<file path="src/rtl/riscv_pkg.sv">
// Shared types and register-map constants for the memory-mapped UART transmitter.
// MMIO_UART_PARITY_EN moves the STATUS count field up one bit to make room for the parity flag.
package riscv_pkg;

    typedef enum logic [2:0] {
        IDLE,
        START,
        DATA,
        PARITY,
        STOP
    } uart_state_t;

    localparam int UART_TXDATA_OFS   = 0;
    localparam int UART_STATUS_OFS   = 4;
    localparam int UART_WINDOW_BYTES = 8;

    localparam int STAT_BUSY_BIT  = 0;
    localparam int STAT_FULL_BIT  = 1;
    localparam int STAT_EMPTY_BIT = 2;
    localparam int STAT_OVF_BIT   = 3;
`ifdef MMIO_UART_PARITY_EN
    localparam int STAT_PAR_BIT   = 4;
    localparam int STAT_CNT_LSB   = 5;
`else
    localparam int STAT_CNT_LSB   = 4;
`endif

endpackage

</file>
<file path="src/rtl/sync_fifo.sv">
// Single-clock FIFO with occupancy count; pushes while full and pops while empty are ignored.
// DEPTH must be a power of two so the pointers wrap naturally.
module sync_fifo #(
    parameter int WIDTH = 8,
    parameter int DEPTH = 8
) (
    input  logic                     clk,
    input  logic                     rst_n,
    input  logic                     push,
    input  logic [WIDTH-1:0]         wdata,
    input  logic                     pop,
    output logic [WIDTH-1:0]         rdata,
    output logic                     full,
    output logic                     empty,
    output logic [$clog2(DEPTH):0]   count
);

    localparam int AW    = $clog2(DEPTH);
    localparam int CNT_W = AW + 1;
    localparam logic [CNT_W-1:0] CNT_ONE  = CNT_W'(1);
    localparam logic [CNT_W-1:0] CNT_FULL = CNT_W'(DEPTH);
    localparam logic [AW-1:0]    PTR_ONE  = AW'(1);

    logic [WIDTH-1:0] mem [DEPTH];
    logic [AW-1:0]    wr_ptr;
    logic [AW-1:0]    rd_ptr;
    logic             push_ok;
    logic             pop_ok;

    assign full    = (count == CNT_FULL);
    assign empty   = (count == '0);
    assign push_ok = push && !full;
    assign pop_ok  = pop && !empty;
    assign rdata   = mem[rd_ptr];

    always_ff @(posedge clk) begin
        if (push_ok) begin
            mem[wr_ptr] <= wdata;
        end
    end

    always_ff @(posedge clk or negedge rst_n) begin
        if (!rst_n) begin
            wr_ptr <= '0;
            rd_ptr <= '0;
            count  <= '0;
        end else begin
            if (push_ok) begin
                wr_ptr <= wr_ptr + PTR_ONE;
            end
            if (pop_ok) begin
                rd_ptr <= rd_ptr + PTR_ONE;
            end
            case ({push_ok, pop_ok})
                2'b10:   count <= count + CNT_ONE;
                2'b01:   count <= count - CNT_ONE;
                default: count <= count;
            endcase
        end
    end

endmodule

</file>
<file path="src/rtl/mmio_uart_tx.sv">
// Memory-mapped 8N1 UART transmitter: CPU stores feed a TX FIFO drained by a baud-timed FSM.
// Define MMIO_UART_PARITY_EN to add an even-parity bit between the data bits and the stop bit.
module mmio_uart_tx
    import riscv_pkg::*;
#(
    parameter int          ALEN         = 32,
    parameter int          XLEN         = 32,
    parameter logic [31:0] BASE_ADDR    = 32'h1000_0000,
    parameter int          CLKS_PER_BIT = 868,
    parameter int          FIFO_DEPTH   = 8
) (
    input  logic            clk,
    input  logic            rst,
    input  logic [ALEN-1:0] dmem_addr,
    input  logic [XLEN-1:0] dmem_wdata,
    input  logic            dmem_we,
    input  logic [3:0]      dmem_be,
    output logic            sel,
    output logic [XLEN-1:0] rdata,
    output logic            tx,
    output logic            busy
);

    // state  | meaning
    // IDLE   | line high, waiting for a byte in the FIFO
    // START  | start bit (low)
    // DATA   | eight data bits, LSB first
    // PARITY | even parity of the byte (parity build only)
    // STOP   | stop bit (high); pops the next byte at its end if one is waiting

    localparam int CNT_W  = $clog2(FIFO_DEPTH) + 1;
    localparam int BAUD_W = $clog2(CLKS_PER_BIT);
    localparam logic [BAUD_W-1:0] BAUD_LOAD = BAUD_W'(CLKS_PER_BIT - 1);
    localparam logic [BAUD_W-1:0] BAUD_ONE  = BAUD_W'(1);

    logic [ALEN-1:0]  offset;
    logic [2:0]       reg_ofs;
    logic             is_txdata;
    logic             is_status;
    logic             wr_txdata;
    logic             wr_status;
    logic [XLEN-1:0]  status;
    logic             ovf;

    logic             fifo_pop;
    logic [7:0]       fifo_rdata;
    logic             fifo_full;
    logic             fifo_empty;
    logic [CNT_W-1:0] fifo_count;

    uart_state_t      state_q, state_d;
    logic [BAUD_W-1:0] baud_q, baud_d;
    logic [2:0]       bit_q, bit_d;
    logic [7:0]       shift_q, shift_d;
    logic             baud_tc;
    logic             fsm_busy;
`ifdef MMIO_UART_PARITY_EN
    logic             par_q, par_d;
`endif

    logic             unused_bits;
    assign unused_bits = ^{dmem_wdata, dmem_be[3:1]};

    // Subtracting the base lets a single unsigned compare reject addresses on both sides of the window.
    assign offset    = dmem_addr - ALEN'(BASE_ADDR);
    assign sel       = (offset < ALEN'(UART_WINDOW_BYTES));
    assign reg_ofs   = {offset[2], 2'b00};
    assign is_txdata = (reg_ofs == 3'(UART_TXDATA_OFS));
    assign is_status = (reg_ofs == 3'(UART_STATUS_OFS));
    assign wr_txdata = sel && dmem_we && dmem_be[0] && is_txdata;
    assign wr_status = sel && dmem_we && dmem_be[0] && is_status;

    sync_fifo #(
        .WIDTH (8),
        .DEPTH (FIFO_DEPTH)
    ) u_tx_fifo (
        .clk   (clk),
        .rst_n (rst),
        .push  (wr_txdata),
        .wdata (dmem_wdata[7:0]),
        .pop   (fifo_pop),
        .rdata (fifo_rdata),
        .full  (fifo_full),
        .empty (fifo_empty),
        .count (fifo_count)
    );

    always_ff @(posedge clk or negedge rst) begin
        if (!rst) begin
            ovf <= 1'b0;
        end else if (wr_status && dmem_wdata[STAT_OVF_BIT]) begin
            ovf <= 1'b0;
        end else if (wr_txdata && fifo_full) begin
            ovf <= 1'b1;
        end
    end

    always_comb begin
        status                 = '0;
        status[STAT_BUSY_BIT]  = fsm_busy;
        status[STAT_FULL_BIT]  = fifo_full;
        status[STAT_EMPTY_BIT] = fifo_empty;
        status[STAT_OVF_BIT]   = ovf;
`ifdef MMIO_UART_PARITY_EN
        status[STAT_PAR_BIT]   = 1'b1;
`endif
        status[STAT_CNT_LSB +: CNT_W] = fifo_count;
    end

    assign rdata    = (sel && is_status) ? status : '0;
    assign fsm_busy = (state_q != IDLE);
    assign busy     = fsm_busy || !fifo_empty;
    assign baud_tc  = (baud_q == '0);

    always_ff @(posedge clk or negedge rst) begin
        if (!rst) begin
            state_q <= IDLE;
            baud_q  <= '0;
            bit_q   <= '0;
            shift_q <= '0;
`ifdef MMIO_UART_PARITY_EN
            par_q   <= 1'b0;
`endif
        end else begin
            state_q <= state_d;
            baud_q  <= baud_d;
            bit_q   <= bit_d;
            shift_q <= shift_d;
`ifdef MMIO_UART_PARITY_EN
            par_q   <= par_d;
`endif
        end
    end

    always_comb begin
        state_d  = state_q;
        baud_d   = baud_q;
        bit_d    = bit_q;
        shift_d  = shift_q;
        fifo_pop = 1'b0;
`ifdef MMIO_UART_PARITY_EN
        par_d    = par_q;
`endif
        case (state_q)
            IDLE: begin
                if (!fifo_empty) begin
                    fifo_pop = 1'b1;
                    shift_d  = fifo_rdata;
                    baud_d   = BAUD_LOAD;
                    state_d  = START;
`ifdef MMIO_UART_PARITY_EN
                    par_d    = ^fifo_rdata;
`endif
                end
            end
            START: begin
                baud_d = baud_q - BAUD_ONE;
                if (baud_tc) begin
                    baud_d  = BAUD_LOAD;
                    bit_d   = '0;
                    state_d = DATA;
                end
            end
            DATA: begin
                baud_d = baud_q - BAUD_ONE;
                if (baud_tc) begin
                    baud_d  = BAUD_LOAD;
                    shift_d = {1'b0, shift_q[7:1]};
                    bit_d   = bit_q + 3'd1;
                    if (bit_q == 3'd7) begin
`ifdef MMIO_UART_PARITY_EN
                        state_d = PARITY;
`else
                        state_d = STOP;
`endif
                    end
                end
            end
`ifdef MMIO_UART_PARITY_EN
            PARITY: begin
                baud_d = baud_q - BAUD_ONE;
                if (baud_tc) begin
                    baud_d  = BAUD_LOAD;
                    state_d = STOP;
                end
            end
`endif
            STOP: begin
                baud_d = baud_q - BAUD_ONE;
                if (baud_tc) begin
                    // Chain straight into the next start bit so queued bytes leave with no idle gap.
                    if (!fifo_empty) begin
                        fifo_pop = 1'b1;
                        shift_d  = fifo_rdata;
                        baud_d   = BAUD_LOAD;
                        state_d  = START;
`ifdef MMIO_UART_PARITY_EN
                        par_d    = ^fifo_rdata;
`endif
                    end else begin
                        state_d = IDLE;
                    end
                end
            end
            default: begin
                baud_d  = '0;
                state_d = IDLE;
            end
        endcase
    end

    always_comb begin
        tx = 1'b1;
        case (state_q)
            START:   tx = 1'b0;
            DATA:    tx = shift_q[0];
`ifdef MMIO_UART_PARITY_EN
            PARITY:  tx = par_q;
`endif
            default: tx = 1'b1;
        endcase
    end

endmodule

</file>
<file path="config.mk">
export PLATFORM = sky130hd
export DESIGN_NAME = mmio_uart_tx
export DESIGN_NICKNAME = d
export VERILOG_FILES = /design/src/rtl/riscv_pkg.sv /design/src/rtl/sync_fifo.sv /design/src/rtl/mmio_uart_tx.sv
export SDC_FILE = /design/constraint.sdc
export NUM_CORES = 1
export LEC_CHECK = 0
export CORE_MARGIN = 2
export CORE_UTILIZATION = 50
export CTS_BUF_LIST = sky130_fd_sc_hd__clkbuf_4
export DETAILED_ROUTE_END_ITERATION = 6
export PLACE_DENSITY = 0.8
export REMOVE_ABC_BUFFERS = 1
export SYNTH_ARGS = -nofsm -noshare
export SYNTH_HDL_FRONTEND = slang
export SYNTH_HIERARCHICAL = 1
export SYNTH_SLANG_ARGS = --single-unit
export TNS_END_PERCENT = 10
</file>
<file path="constraint.sdc">
create_clock -name clk -period 6.36 [get_ports clk]
set_clock_uncertainty 0.1 [all_clocks]
set_input_delay 1.272 -clock clk [delete_from_list [all_inputs] [get_ports clk]]
set_output_delay 1.272 -clock clk [all_outputs]
set_load 0.03 [all_outputs]
</file>
==> Flow_metrics.wiki <==
{| class="wikitable"
! Metric !! Value
|-
| Run status || finished, final reports clean
|-
| Syn. warnings || 6
|-
| Number of DRC violations after detailed routing || 0
|-
| Startpoint type of the worst setup path || primary input
|-
| Number of global-route vias before repair || 3031
|-
| Average routed wire per standard cell || 16.3 um
|-
| Slew at the pin with the worst max-slew slack || 0.967 ns
|-
| Minimum period implied by the final worst setup slack || 5.00 ns
|-
| Data arrival at the endpoint of the critical path || 3.63 ns
|-
| Fraction of registers with async set/reset || 35.4%
|-
| Total negative slack for setup checks || 0 ns
|-
| I/O pin count || 106
|-
| Startpoint of the worst-slack reg-to-reg timing path || baud_q[0]
|-
| Total Wirelength || 9.19 mm
|-
| Die area || 0.0107 mm2
|-
| Logic depth of the worst register-to-register path || 12
|-
| Number of fill cells || 742
|-
| Post-synth EDFFs || 64
|-
| Die height || 103 um
|-
| Total number of H-tree levels || 3
|-
| Synthesis-to-finish area growth || 13.6%
|-
| Worst Hold Class || flop to flop
|-
| DIE WIDTH || 103 um
|-
| Post-CTS sizing || 0
|-
| Worst hold path cell count || 2
|-
| Mean Syn Cell Area || 13.3 um2
|-
| Distinct cells, synth || 58
|-
| Total power after layout || 1.06 mW
|-
| RD Place Congestion || 0.828
|-
| Number of DRC markers after the initial detailed-route iteration || 188
|-
| Number of antenna violations at the first check in global routing || 0
|-
| Endpoint class of the critical path || output pin
|-
| Post-CTS setup buffers || 0
|-
| CTS root buffer || sky130_fd_sc_hd__clkbuf_4
|-
| Placeable core region || 0.00968 mm2
|-
| Dominant register cell in the synthesized netlist || sky130_fd_sc_hd__edfxtp_1
|-
| Final Hold Fails || 0
|-
| Worst voltage drop across the vdd grid || 0.186 mV
|-
| Leakage power || 2.09 nW
|-
| Total global routing track utilization || 18.5%
|-
| Mapped cell area || 0.00495 mm2
|-
| Critical-path maximum fanout || 11
|-
| Post-place setup slack || 1.36 ns
|-
| Antenna fix cells || 0
|-
| Commonest cells after routing, fill and taps aside || 64 x sky130_fd_sc_hd__edfxtp_1, 52 x sky130_fd_sc_hd__clkdlybuf4s50_1, 35 x sky130_fd_sc_hd__dfrtp_1
|-
| Maximum number of pins on one net before global-route repair || 36
|-
| Final critical-path setup slack || 1.36 ns
|-
| TritonCTS clock tree || built
|-
| I/O Buffers || 52
|-
| Count of state elements after synthesis || 99
|-
| R2R setup slack || 2.40 ns
|-
| Count of pins over their slew limit || 0
|-
| Required time reported for the critical path endpoint || 4.99 ns
|-
| Setup repair after global routing missed its margin || false
|-
| Clk sink count || 99
|-
| Drt first pass iters || 5
|-
| Total number of vias || 3086
|-
| Leading cell type in the layout, fill and taps excluded || sky130_fd_sc_hd__edfxtp_1
|-
| Longest Clk Path Bufs || 2
|-
| Category of the critical setup timing path || primary input to output pin
|-
| Final Net Count || 504
|-
| Share of post-route cells with drive strength above 1 || 10.7%
|-
| Global route total overflow || 0
|-
| Endpoint of the worst hold-timing path || shift_q[6]
|-
| TritonCTS Buffers || 9
|-
| Syn Inst Count || 372
|-
| Hold Crit Start || shift_q[6]
|-
| Cell area power density || 188 mW/mm2
|-
| Antenna-violating nets left || 0
|-
| Ratio of routed vias to standard cells || 5.49
|-
| Worst skew pair latency || 0.44 ns
|-
| Hold buffer count at CTS || 0
|-
| # setup viols final || 0
|-
| Clock slew at reported path FFs || 0.14 ns
|-
| Maximum achievable frequency || 200 MHz
|-
| Initial core utilization || 51.1%
|-
| Sequential area share after synthesis || 56.6%
|-
| Reg-to-reg critical path endpoint || u_tx_fifo/count[3]
|-
| Critical Path Start || dmem_addr[29]
|-
| Global-route wire length before repair || 15.0 mm
|-
| Placement Rows || 36
|-
| Final HPWL from detailed placement || 6.47 mm
|-
| Relative max-transition margin || 35.3%
|-
| Fraction of the cycle the final worst path needs || 78.6%
|-
| Max-Cap Viols || 0
|}
-- stage by stage --
| step | hold slack [ns] | std cells | instance area (um2) | utilization, % |
|---|---|---|---|---|
| floorplan | 0.382 | 356 | 4760 | - |
| global placement | 0.398 | 546 | 5490 | 56.7 |
| detailed placement | 0.414 | 546 | 5490 | 56.7 |
| CTS | 0.447 | 562 | 5620 | 58.0 |
| global route | 0.477 | 562 | 5620 | 58.0 |
| finish | 0.445 | 562 | 5620 | 58.0 |
-- registers in the layout (all words and copies together), names as in the netlist --
signal,cells
u_tx_fifo/mem,64
baud_q,10
shift_q,8
u_tx_fifo/count,4
bit_q,3
state_q,3
u_tx_fifo/rd_ptr,3
u_tx_fifo/wr_ptr,3
ovf,1
-- per-layer routing --
metal	global-route usage [%]	up-vias	routed length, um
met1	24.1	1513	3970
met5	0	-	0
met3	3.63	17	365
met4	6.98	0	181
met2	30.8	84	4670
li1	-	1472	-
-- synthesized netlist by cell type, types with 5 or more instances --
cell	number	share of area, %
sky130_fd_sc_hd__a21oi_1	17	1.7
sky130_fd_sc_hd__nand3_1	16	1.6
sky130_fd_sc_hd__nor4_1	7	0.89
sky130_fd_sc_hd__and3_1	7	0.89
sky130_fd_sc_hd__inv_1	12	0.91
sky130_fd_sc_hd__dfrtp_1	35	18
sky130_fd_sc_hd__nor2_1	28	2.1
sky130_fd_sc_hd__mux4_1	16	8.5
sky130_fd_sc_hd__nor3_1	9	0.91
sky130_fd_sc_hd__xnor2_1	7	1.2
sky130_fd_sc_hd__ha_1	8	2.0
sky130_fd_sc_hd__mux2_2	10	2.3
sky130_fd_sc_hd__buf_2	5	0.51
sky130_fd_sc_hd__nand2_1	22	1.7
sky130_fd_sc_hd__clkbuf_1	6	0.46
sky130_fd_sc_hd__nor3b_1	6	0.91
sky130_fd_sc_hd__edfxtp_1	64	39
sky130_fd_sc_hd__o21ai_0	9	0.91
sky130_fd_sc_hd__buf_4	24	3.6
sky130_fd_sc_hd__mux2i_1	10	2.0
-- final cells by class --
class,count,area (um2),share of cell area [%]
clock inverter,7,65.1,1.16
multi-input combinational,245,1920,34.2
clock buffer,9,67.6,1.20
timing repair buffer,57,558,9.93
inverter,12,45.0,0.801
tap,133,166,2.96
sequential,99,2800,49.8
-- how the worst max path moves through the flow --
stage / endpoint / depth (start not counted) / slack, ns
3_5_place_dp: u_tx_fifo/count[3] / 12 / 1.36
3_3_place_gp: rdata[0] / 7 / 1.46
2_1_floorplan: u_tx_fifo/count[3] / 11 / 1.86
6_report: rdata[0] / 7 / 1.36
4_1_cts: rdata[0] / 7 / 1.41
5_1_grt: rdata[0] / 7 / 1.16
-- worst max-delay path: stages --
cell	delay (ns)
sky130_fd_sc_hd__clkdlybuf4s50_1	0.41
sky130_fd_sc_hd__nor4b_1	0.35
sky130_fd_sc_hd__nand4_1	0.14
sky130_fd_sc_hd__nor2_1	0.49
sky130_fd_sc_hd__nand2_1	0.15
sky130_fd_sc_hd__nor2_1	0.12
sky130_fd_sc_hd__clkdlybuf4s50_1	0.69
-- power by group --
group	total (mW)	internal (mW)	switching, mW
Sequential	0.686	0.686	0.00000000139
Clock	0.315	0.0911	0.224
Combinational	0.0558	0.0231	0.0326
Total	1.06	0.800	0.256
-- cells by family after synthesis --
kind of cell,share of synthesized area [%]
AND/OR/NAND/NOR,12.4
flip-flops,56.6
buffers and inverters,6.45
AO/OA/AOI/OAI,6.83
multiplexers,13.1
XOR/XNOR,1.95
adder cells (fa/ha/maj),2.66
other,0.0758
(Power assumes the default switching activity.)
